[src/rtl/instr_decode_queue_pkg.sv]
// instr_pkg: opcodes, class codes and the decoded-entry layout shared by decode and execute
package instr_pkg;

   localparam logic [5:0] OP_RTYPE = 6'h00;
   localparam logic [5:0] OP_J     = 6'h02;
   localparam logic [5:0] OP_JAL   = 6'h03;
   localparam logic [5:0] OP_BEQ   = 6'h04;
   localparam logic [5:0] OP_BNE   = 6'h05;
   localparam logic [5:0] OP_ADDI  = 6'h08;
   localparam logic [5:0] OP_ADDIU = 6'h09;
   localparam logic [5:0] OP_SLTI  = 6'h0A;
   localparam logic [5:0] OP_ANDI  = 6'h0C;
   localparam logic [5:0] OP_ORI   = 6'h0D;
   localparam logic [5:0] OP_XORI  = 6'h0E;
   localparam logic [5:0] OP_LUI   = 6'h0F;
   localparam logic [5:0] OP_LW    = 6'h23;
   localparam logic [5:0] OP_SW    = 6'h2B;

   typedef enum logic [1:0] {
      CLS_R = 2'd0,
      CLS_I = 2'd1,
      CLS_J = 2'd2
   } cls_t;

   // PC-width-independent part of a decoded word; pc and targets travel alongside
   typedef struct packed {
      logic [5:0]  op;
      logic [4:0]  rs;
      logic [4:0]  rt;
      logic [4:0]  rd;
      logic [4:0]  shamt;
      logic [5:0]  fc;
      logic [15:0] imm16;
      logic [25:0] imm26;
      logic [31:0] imm_ext;
      cls_t        cls;
      logic        illegal;
   } dec_t;

   localparam int DEC_W = $bits(dec_t);

   function automatic logic is_legal(input logic [5:0] op);
      return op inside {OP_RTYPE, OP_J, OP_JAL, OP_BEQ, OP_BNE, OP_ADDI, OP_ADDIU,
                        OP_SLTI, OP_ANDI, OP_ORI, OP_XORI, OP_LUI, OP_LW, OP_SW};
   endfunction

endpackage

[src/rtl/instr_decode_queue_if.sv]
// instr_decode_queue_if: fetch-side beat, execute-side decoded head and flush
interface instr_decode_queue_if #(
   parameter int PC_W  = 32,
   parameter int DEPTH = 2
);
   localparam int CW = $clog2(DEPTH) + 1;

   logic            flush;
   logic            in_valid;
   logic            in_ready;
   logic [31:0]     in_instr;
   logic [PC_W-1:0] in_pc;
   logic            out_valid;
   logic            out_ready;
   logic [5:0]      out_op;
   logic [4:0]      out_rs;
   logic [4:0]      out_rt;
   logic [4:0]      out_rd;
   logic [4:0]      out_shamt;
   logic [5:0]      out_fc;
   logic [15:0]     out_imm16;
   logic [25:0]     out_imm26;
   logic [31:0]     out_imm_ext;
   logic [PC_W-1:0] out_pc;
   logic [PC_W-1:0] out_btarget;
   logic [PC_W-1:0] out_jtarget;
   logic [1:0]      out_cls;
   logic            out_illegal;
   logic [CW-1:0]   out_count;

   modport slave (
      input  flush, in_valid, in_instr, in_pc, out_ready,
      output in_ready, out_valid, out_op, out_rs, out_rt, out_rd, out_shamt, out_fc,
             out_imm16, out_imm26, out_imm_ext, out_pc, out_btarget, out_jtarget,
             out_cls, out_illegal, out_count
   );

   modport master (
      output flush, in_valid, in_instr, in_pc, out_ready,
      input  in_ready, out_valid, out_op, out_rs, out_rt, out_rd, out_shamt, out_fc,
             out_imm16, out_imm26, out_imm_ext, out_pc, out_btarget, out_jtarget,
             out_cls, out_illegal, out_count
   );
endinterface

[src/rtl/instr_decode_queue_field_decode.sv]
// instr_field_decode: combinational split of a MIPS word plus immediate/target computation
module instr_field_decode
   import instr_pkg::*;
#(
   parameter int PC_W       = 32,
   parameter bit ZEXT_LOGIC = 1'b1
) (
   input  logic [31:0]     instr,
   input  logic [PC_W-1:0] pc,
   output dec_t            dec,
   output logic [PC_W-1:0] btarget,
   output logic [PC_W-1:0] jtarget
);
   logic [5:0]      op;
   logic [15:0]     imm16;
   logic [25:0]     imm26;
   logic [PC_W-1:0] pc4;
   logic            logic_op;

   assign op       = instr[31:26];
   assign imm16    = instr[15:0];
   assign imm26    = instr[25:0];
   assign pc4      = pc + PC_W'(4);
   assign logic_op = op == OP_ANDI || op == OP_ORI || op == OP_XORI;
   assign btarget  = pc4 + {{(PC_W-18){imm16[15]}}, imm16, 2'b00};

   // upper pc bits only exist when the pc is wider than a jump region
   if (PC_W > 28) begin : g_jwide
      assign jtarget = {pc4[PC_W-1:28], imm26, 2'b00};
   end else begin : g_jnarrow
      assign jtarget = {imm26, 2'b00};
   end

   // field split, class and extended immediate
   always_comb begin
      dec         = '0;
      dec.op      = op;
      dec.rs      = instr[25:21];
      dec.rt      = instr[20:16];
      dec.rd      = instr[15:11];
      dec.shamt   = instr[10:6];
      dec.fc      = instr[5:0];
      dec.imm16   = imm16;
      dec.imm26   = imm26;
      dec.imm_ext = op == OP_LUI ? {imm16, 16'h0} :
                    (ZEXT_LOGIC && logic_op) ? {16'h0, imm16} :
                    {{16{imm16[15]}}, imm16};
      dec.cls     = op == OP_RTYPE ? CLS_R :
                    (op == OP_J || op == OP_JAL) ? CLS_J : CLS_I;
      dec.illegal = !is_legal(op);
   end
endmodule

[src/rtl/instr_decode_queue.sv]
// instr_decode_queue: decode-at-push FIFO between fetch and execute with flush
module instr_decode_queue
   import instr_pkg::*;
#(
   parameter int DEPTH      = 2,
   parameter int PC_W       = 32,
   parameter bit ZEXT_LOGIC = 1'b1
) (
   input logic                 clk,
   input logic                 reset,
   instr_decode_queue_if.slave bus
);
   localparam int AW = $clog2(DEPTH);
   localparam int CW = AW + 1;

   logic [AW-1:0]   rd_ptr;
   logic [AW-1:0]   wr_ptr;
   logic [CW-1:0]   count;
   logic            push;
   logic            pop;
   dec_t            in_dec;
   dec_t            head;
   logic [PC_W-1:0] in_bt;
   logic [PC_W-1:0] in_jt;
   dec_t            mem_dec [DEPTH];
   logic [PC_W-1:0] mem_pc  [DEPTH];
   logic [PC_W-1:0] mem_bt  [DEPTH];
   logic [PC_W-1:0] mem_jt  [DEPTH];

   instr_field_decode #(.PC_W(PC_W), .ZEXT_LOGIC(ZEXT_LOGIC)) u_decode (
      .instr   (bus.in_instr),
      .pc      (bus.in_pc),
      .dec     (in_dec),
      .btarget (in_bt),
      .jtarget (in_jt)
   );

   assign bus.in_ready  = count != CW'(DEPTH);
   assign bus.out_valid = count != '0;
   assign bus.out_count = count;
   assign push = bus.in_valid & bus.in_ready & ~bus.flush;
   assign pop  = bus.out_valid & bus.out_ready & ~bus.flush;

   // pointers and occupancy; flush empties the queue and drops this cycle's beat
   always_ff @(posedge clk or negedge reset) begin
      if (!reset) begin
         rd_ptr <= '0;
         wr_ptr <= '0;
         count  <= '0;
      end else if (bus.flush) begin
         rd_ptr <= '0;
         wr_ptr <= '0;
         count  <= '0;
      end else begin
         if (push) wr_ptr <= wr_ptr + 1'b1;
         if (pop) rd_ptr <= rd_ptr + 1'b1;
         count <= count + CW'(push) - CW'(pop);
      end
   end

   // payload storage needs no reset: nothing is visible until count says so
   always_ff @(posedge clk) begin
      if (push) begin
         mem_dec[wr_ptr] <= in_dec;
         mem_pc[wr_ptr]  <= bus.in_pc;
         mem_bt[wr_ptr]  <= in_bt;
         mem_jt[wr_ptr]  <= in_jt;
      end
   end

   assign head            = mem_dec[rd_ptr];
   assign bus.out_op      = head.op;
   assign bus.out_rs      = head.rs;
   assign bus.out_rt      = head.rt;
   assign bus.out_rd      = head.rd;
   assign bus.out_shamt   = head.shamt;
   assign bus.out_fc      = head.fc;
   assign bus.out_imm16   = head.imm16;
   assign bus.out_imm26   = head.imm26;
   assign bus.out_imm_ext = head.imm_ext;
   assign bus.out_cls     = head.cls;
   assign bus.out_illegal = head.illegal;
   assign bus.out_pc      = mem_pc[rd_ptr];
   assign bus.out_btarget = mem_bt[rd_ptr];
   assign bus.out_jtarget = mem_jt[rd_ptr];
endmodule

[src/flat_wrapper.sv]
// flat-port wrapper written by rule: the top's interface ports become plain ports
module instr_decode_queue_flat import instr_pkg::*;
#(
   parameter int DEPTH      = 2,
   parameter int PC_W       = 32,
   parameter bit ZEXT_LOGIC = 1'b1
)
  (clk, reset, bus_flush, bus_in_valid, bus_in_instr, bus_in_pc, bus_out_ready, bus_in_ready, bus_out_valid, bus_out_op, bus_out_rs, bus_out_rt, bus_out_rd, bus_out_shamt, bus_out_fc, bus_out_imm16, bus_out_imm26, bus_out_imm_ext, bus_out_pc, bus_out_btarget, bus_out_jtarget, bus_out_cls, bus_out_illegal, bus_out_count);
  instr_decode_queue_if #(.PC_W(PC_W), .DEPTH(DEPTH)) bus_i ();
  input logic clk;
  input logic reset;
  input wire logic [$bits(bus_i.flush)-1:0] bus_flush;
  input wire logic [$bits(bus_i.in_valid)-1:0] bus_in_valid;
  input wire logic [$bits(bus_i.in_instr)-1:0] bus_in_instr;
  input wire logic [$bits(bus_i.in_pc)-1:0] bus_in_pc;
  input wire logic [$bits(bus_i.out_ready)-1:0] bus_out_ready;
  output wire logic [$bits(bus_i.in_ready)-1:0] bus_in_ready;
  output wire logic [$bits(bus_i.out_valid)-1:0] bus_out_valid;
  output wire logic [$bits(bus_i.out_op)-1:0] bus_out_op;
  output wire logic [$bits(bus_i.out_rs)-1:0] bus_out_rs;
  output wire logic [$bits(bus_i.out_rt)-1:0] bus_out_rt;
  output wire logic [$bits(bus_i.out_rd)-1:0] bus_out_rd;
  output wire logic [$bits(bus_i.out_shamt)-1:0] bus_out_shamt;
  output wire logic [$bits(bus_i.out_fc)-1:0] bus_out_fc;
  output wire logic [$bits(bus_i.out_imm16)-1:0] bus_out_imm16;
  output wire logic [$bits(bus_i.out_imm26)-1:0] bus_out_imm26;
  output wire logic [$bits(bus_i.out_imm_ext)-1:0] bus_out_imm_ext;
  output wire logic [$bits(bus_i.out_pc)-1:0] bus_out_pc;
  output wire logic [$bits(bus_i.out_btarget)-1:0] bus_out_btarget;
  output wire logic [$bits(bus_i.out_jtarget)-1:0] bus_out_jtarget;
  output wire logic [$bits(bus_i.out_cls)-1:0] bus_out_cls;
  output wire logic [$bits(bus_i.out_illegal)-1:0] bus_out_illegal;
  output wire logic [$bits(bus_i.out_count)-1:0] bus_out_count;
  assign bus_i.flush = bus_flush;
  assign bus_i.in_valid = bus_in_valid;
  assign bus_i.in_instr = bus_in_instr;
  assign bus_i.in_pc = bus_in_pc;
  assign bus_i.out_ready = bus_out_ready;
  assign bus_in_ready = bus_i.in_ready;
  assign bus_out_valid = bus_i.out_valid;
  assign bus_out_op = bus_i.out_op;
  assign bus_out_rs = bus_i.out_rs;
  assign bus_out_rt = bus_i.out_rt;
  assign bus_out_rd = bus_i.out_rd;
  assign bus_out_shamt = bus_i.out_shamt;
  assign bus_out_fc = bus_i.out_fc;
  assign bus_out_imm16 = bus_i.out_imm16;
  assign bus_out_imm26 = bus_i.out_imm26;
  assign bus_out_imm_ext = bus_i.out_imm_ext;
  assign bus_out_pc = bus_i.out_pc;
  assign bus_out_btarget = bus_i.out_btarget;
  assign bus_out_jtarget = bus_i.out_jtarget;
  assign bus_out_cls = bus_i.out_cls;
  assign bus_out_illegal = bus_i.out_illegal;
  assign bus_out_count = bus_i.out_count;
  instr_decode_queue #(.DEPTH(DEPTH), .PC_W(PC_W), .ZEXT_LOGIC(ZEXT_LOGIC)) u_core (.clk(clk), .reset(reset), .bus(bus_i));
endmodule
[config.mk]
export PLATFORM = sky130hd
export DESIGN_NAME = instr_decode_queue_flat
export DESIGN_NICKNAME = d
export VERILOG_FILES = /design/src/rtl/instr_decode_queue_pkg.sv /design/src/rtl/instr_decode_queue_if.sv /design/src/rtl/instr_decode_queue_field_decode.sv /design/src/rtl/instr_decode_queue.sv /design/src/flat_wrapper.sv
export SDC_FILE = /design/constraint.sdc
export NUM_CORES = 1
export LEC_CHECK = 0
export ABC_AREA = 1
export CORE_ASPECT_RATIO = 1.4
export CORE_MARGIN = 1.5
export CORE_UTILIZATION = 45
export DETAILED_ROUTE_END_ITERATION = 8
export PLACE_DENSITY = 0.72
export SYNTH_ARGS = -nofsm -noshare
export SYNTH_HDL_FRONTEND = slang
export SYNTH_HIERARCHICAL = 1
export SYNTH_SLANG_ARGS = --single-unit
[constraint.sdc]
create_clock -name clk -period 12.8 [get_ports clk]
set_input_delay 1.92 -clock clk [delete_from_list [all_inputs] [get_ports clk]]
set_output_delay 1.92 -clock clk [all_outputs]
set_load 0.03 [all_outputs]
Word-level counts from Yosys, hierarchy flattened. Memory sizes are Yosys's and may differ from the RTL's. Index checks and enable logic that the tools add are counted.

Output and inout bits: 209. Input bits: 69. Logic and storage cells: 52. Memories: 4. Bits in registers: 4. Bits in writable memories: 406.

Add/subtract/negate cells: 6. Equality and inequality tests: 14. Reduce and logical (&&, ||, !) cells: 9. Bitwise gates (word level): 5. Mux-type cells: 11.

Memory list: u_core.mem_dec (words 2, width 109, read ports 1, clocked after Yosys merged registers in 0, wr ports 1, RTL line instr_decode_queue.sv:25) `dec_t mem_dec [DEPTH];`; u_core.mem_bt (words 2, width 32, read ports 1, clocked after Yosys merged registers in 0, wr ports 1, RTL line instr_decode_queue.sv:27) `logic [PC_W-1:0] mem_bt [DEPTH];`; u_core.mem_pc (words 2, width 32, read ports 1, clocked after Yosys merged registers in 0, wr ports 1, RTL line instr_decode_queue.sv:26) `logic [PC_W-1:0] mem_pc [DEPTH];`; u_core.mem_jt (words 2, width 30, read ports 1, clocked after Yosys merged registers in 0, wr ports 1, RTL line instr_decode_queue.sv:28) `logic [PC_W-1:0] mem_jt [DEPTH];`.

Operators by type and width (count): 32-bit 2-to-1 mux (2); 6-bit by 4-bit equality test with 1-bit output, second input constant (7); 32-bit by 3-bit adder with 32-bit output, second input constant (1); 32-bit adder (1); 14-bit nonzero test (1); 6-bit by 2-bit equality test with 1-bit output, second input constant (2); 6-bit by 3-bit equality test with 1-bit output, second input constant (2); 6-bit equality test, second input constant (2); 6-bit zero test (1); 1-bit 2-to-1 mux (6); 2-bit 2-to-1 mux (3); 2-bit nonzero test (3); 1-bit bitwise AND (4); 1-bit logical OR (3); 1-bit adder, second input constant (2); 2-bit by 1-bit adder with 2-bit output (1); 2-bit inequality test, second input constant (1); 2-bit by 1-bit subtractor with 2-bit output (1); 1-bit zero test (1); 1-bit inverter (1).

Logic depth before layout (Yosys ltp).
Word-level depth: 6. Gate-level depth with buffers: 19. Mapped depth without buffers: 19.

Cells and area by module. Netlist, hierarchy kept.

By module, submodules not included: instr_decode_queue (times used 1, area each 15210.8 um^2, cells each 1106, sequential area each 12411.9 um^2); instr_field_decode (times used 1, area each 3928.8 um^2, cells each 712, sequential area each 0.0 um^2).

Worst setup path after synthesis. Ideal clock, no wire load.

Path type: input port to flip-flop. Start: in bus_flush. End: mem u_core.mem_bt[1][0] (enable). Slack: 1399 ps. Path buffers: 0. Setup time: 774 ps. Stages: 3. Arrival: 10627 ps. Required time: 12026 ps. Path through: inv_1 > nand2_1 > nor2_1.

Cells in the longest elaborated chain, start to end: 4.

RTL lines: start: declaration (RTL line flat_wrapper.sv:12) `input wire logic [$bits(bus_i.flush)-1:0] bus_flush;`; 1-bit inverter (RTL line instr_decode_queue.sv:41) `assign push = bus.in_valid & bus.in_ready & ~bus.flush;`; 1-bit bitwise AND (RTL line instr_decode_queue.sv:41); 1-bit 2-to-1 mux (RTL line instr_decode_queue.sv:63) `if (push) begin`; 1-bit 2-to-1 mux (not written as such) (RTL line instr_decode_queue.sv:66) `mem_bt[wr_ptr] <= in_bt;`; end: declaration (RTL line instr_decode_queue.sv:27).

Every way passes these cells.

Final worst setup path.
Start: reg u_core.rd_ptr. End: out bus_out_op[5].

Cells in the longest elaborated chain, start to end: 1.

RTL lines: start: declaration (RTL line instr_decode_queue.sv:16) `logic [AW-1:0] rd_ptr;`; start signal: assignment (RTL line instr_decode_queue.sv:56) `if (pop) rd_ptr <= rd_ptr + 1'b1;`; memory 2 x 109 bit; end: declaration (RTL line flat_wrapper.sv:19) `output wire logic [$bits(bus_i.out_op)-1:0] bus_out_op;`.

Every way passes these cells.

==> out/results.txt <==
1st-iter DRT viols - 802
Hold EP - u_core/wr_ptr
global-route wire length before repair - 67500 um
Clock Path Buffers - 3
TritonCTS clock tree - built
synth top area cells - edfxtp_1 64%, nand2_1 16%, buf_4 4.2%, inv_1 2.5%, ha_1 2.4%
Hold Crit Class - flop to flop
Yosys top cell area share - 64.3%
origin of the worst min-delay path - u_core/wr_ptr
FILL cells - 3653
PD cells - 155 nW/um^2
Initial Util - 45.5%
number of synthesized register bits - 414
CTS Sinks - 414
Pins Over Slew Limit - 0
total core area - 42100 sq um
GP Congestion - 0.949
worst-margin pin slew - 1.26 ns
Setup CP Type - flop to output port
clk slew on worst S/H paths - 0.06 ns
flop2flop setup slack - 9.74 ns
Max FO, Critical Path - 83
Nets - 2098
DRT Wirelength - 44900 um
CP endpoint kind - output port
Syn Inst Count - 1818
register area - 12400 sq um
LEAKAGE - 9.23 nW
Min Hold Slack - 0.650 ns
worst hold path depth - 2
first-pass iteration count of the detailed router - 7
Post-Synthesis Cell Area - 19100 sq um
htree depth - 2
synth warn - 6
EDFF count, synth - 410
most common cell after layout, fill and taps aside - nand2_1
Peak Freq - 0.168 GHz
area grow syn2layout - 18.2%
Yosys cell types - 39
CTS Hold Bufs - 0
RR Startpoint - u_core/bus.out_count[0]
grt ovf - 0
async set or reset register ratio after synthesis - 0.966%
die width - 177 um
antenna viol nets, final - 0
Max-cap violations - 0
most frequent cells in the layout - 814 x nand2_1, 410 x edfxtp_1, 277 x clkdlybuf4s50_1, 124 x inv_1, 76 x nor2_1
DP Wirelength - 29800 um
cell count of the worst reg-to-reg path - 5
PortBufs - 277
Worst Skew - 0.0270 ns
Crit Reg-Reg Endpoint - u_core/mem_dec[0][13]
WP data required - 10.88 ns
Syn Area/Cell - 10.5 sq um
clock buffer count from CTS - 39
wire per inst - 17.6 um
DR vias/cell - 4.96
DRC - 0
Finish-stage setup viols - 0
I/O pin total - 278
Worst-Skew Late Latency - 0.55 ns
area occupied by multi-input gates - 5130 sq um
startpoint types - flop
Yosys top cell by area - edfxtp_1
Core Rows - 89
Sum Neg Setup Slack - 0 ns
Hold Vio Cnt, Final - 0
min setup slack post-route - 6.86 ns
initial antenna violation count - 1
post_cts resized - 0
total number of vias - 12700
Tot GR Track Use - 20.3%
Relative slew margins - 15.9%
share of cells above drive strength 1 - 4.08%
ratio of final minimum period to clock period - 46.4%
die area - 43800 sq um
post-CTS setup buffer count - 0
RSZ-0062 raised after global routing - false
sequential-to-total area share from yosys stat - 64.8%
vias in the first global route - 12400
Place WS - 7.31 ns
Final min period - 5.94 ns
root buf cell - clkbuf_16
largest net degree at the start of global routing - 166
WP data arrival - 4.02 ns
Die Span Y - 247 um
status - completed
worst setup path startpoint - u_core/rd_ptr
# diodes - 0
Max IR drop VDD - 0.145 mV
Post-synth top flop - edfxtp_1
metrics by stage:
step / total power, W / instance area [sq um] / utilization [%] / cells
after floorplan: 0.00219 / 19100 / - / 1819
after global placement: 0.00250 / 21500 / 51.2 / 2496
after detailed placement: 0.00251 / 21500 / 51.2 / 2496
after CTS: 0.00354 / 22600 / 53.8 / 2557
after global routing: 0.00365 / 22600 / 53.8 / 2557
final: 0.00350 / 22600 / 53.8 / 2557
worst max-delay path by stage:
stage | end | slack [ns] | cells after the start
2_1_floorplan | u_core/mem_bt[1][0] | 1.40 | 3
3_3_place_gp | u_core/mem_bt[0][29] | 7.28 | 16
3_5_place_dp | u_core/mem_bt[1][29] | 7.31 | 16
4_1_cts | bus_out_op[5] | 6.74 | 5
5_1_grt | bus_out_op[5] | 6.52 | 5
6_report | bus_out_op[5] | 6.86 | 5
registers in the layout, indices dropped and copies added (netlist names):
register / flops
u_core/mem_pc: 64
u_core/mem_dec: 218
u_core/wr_ptr: 1
u_core/rd_ptr: 1
u_core/mem_bt: 64
u_core/bus.out_count: 2
u_core/mem_jt: 64
power breakdown:
| part | internal, W | switching, W |
|---|---|---|
| logic | 0.000295 | 0.000576 |
| clock network | 0.000559 | 0.000467 |
| registers | 0.00158 | 0.0000237 |
| total | 0.00244 | 0.00107 |
metal layers:
metal / up-vias / track usage (%) / part of all wire (%)
met4: 0 / 11.9 / 5.8
li1: 6163 / - / -
met2: 390 / 36.0 / 51
met5: - / 0 / 0
met1: 6025 / 23.4 / 38
met3: 115 / 2.78 / 4.9
layout make-up:
type / instances / share of cell area, %
Sequential cell: 414 / 54.9
Multi-Input combinational cell: 1127 / 22.7
Timing Repair Buffer: 283 / 12.5
Clock buffer: 51 / 4.51
Tap cell: 546 / 3.02
Inverter: 126 / 2.15
Clock inverter: 10 / 0.271
critical path, cell delays in order, from the launching register on:
cell and delay, ns:
dfrtp_4 0.79, buf_4 0.85, buf_4 0.83, nand2_1 0.10, nand2_1 0.11, clkdlybuf4s50_1 0.75
cell usage after synthesis, types with 5 or more instances:
library cell	number
nor3_1	10
o21bai_1	5
nor2_2	5
xnor2_1	7
buf_6	16
buf_2	26
xor2_1	33
nand3_1	37
ha_1	37
a21oi_1	35
edfxtp_1	410
buf_4	106
nor2_1	77
o21ai_0	26
nand4_1	12
inv_1	125
nand2_1	814
nand2_2	6
logic make-up after synthesis:
| family | count (synthesis) | share of synthesized area (%) |
|---|---|---|
| AND/OR/NAND/NOR | 977 | 20.4 |
| flip-flops | 414 | 64.8 |
| buffers and inverters | 278 | 8.40 |
| AO/OA/AOI/OAI | 70 | 1.94 |
| XOR/XNOR | 40 | 1.83 |
| adder cells (fa/ha/maj) | 38 | 2.52 |
| other | 1 | 0.0196 |
Note: power is estimated with default switching activity, not from simulation.
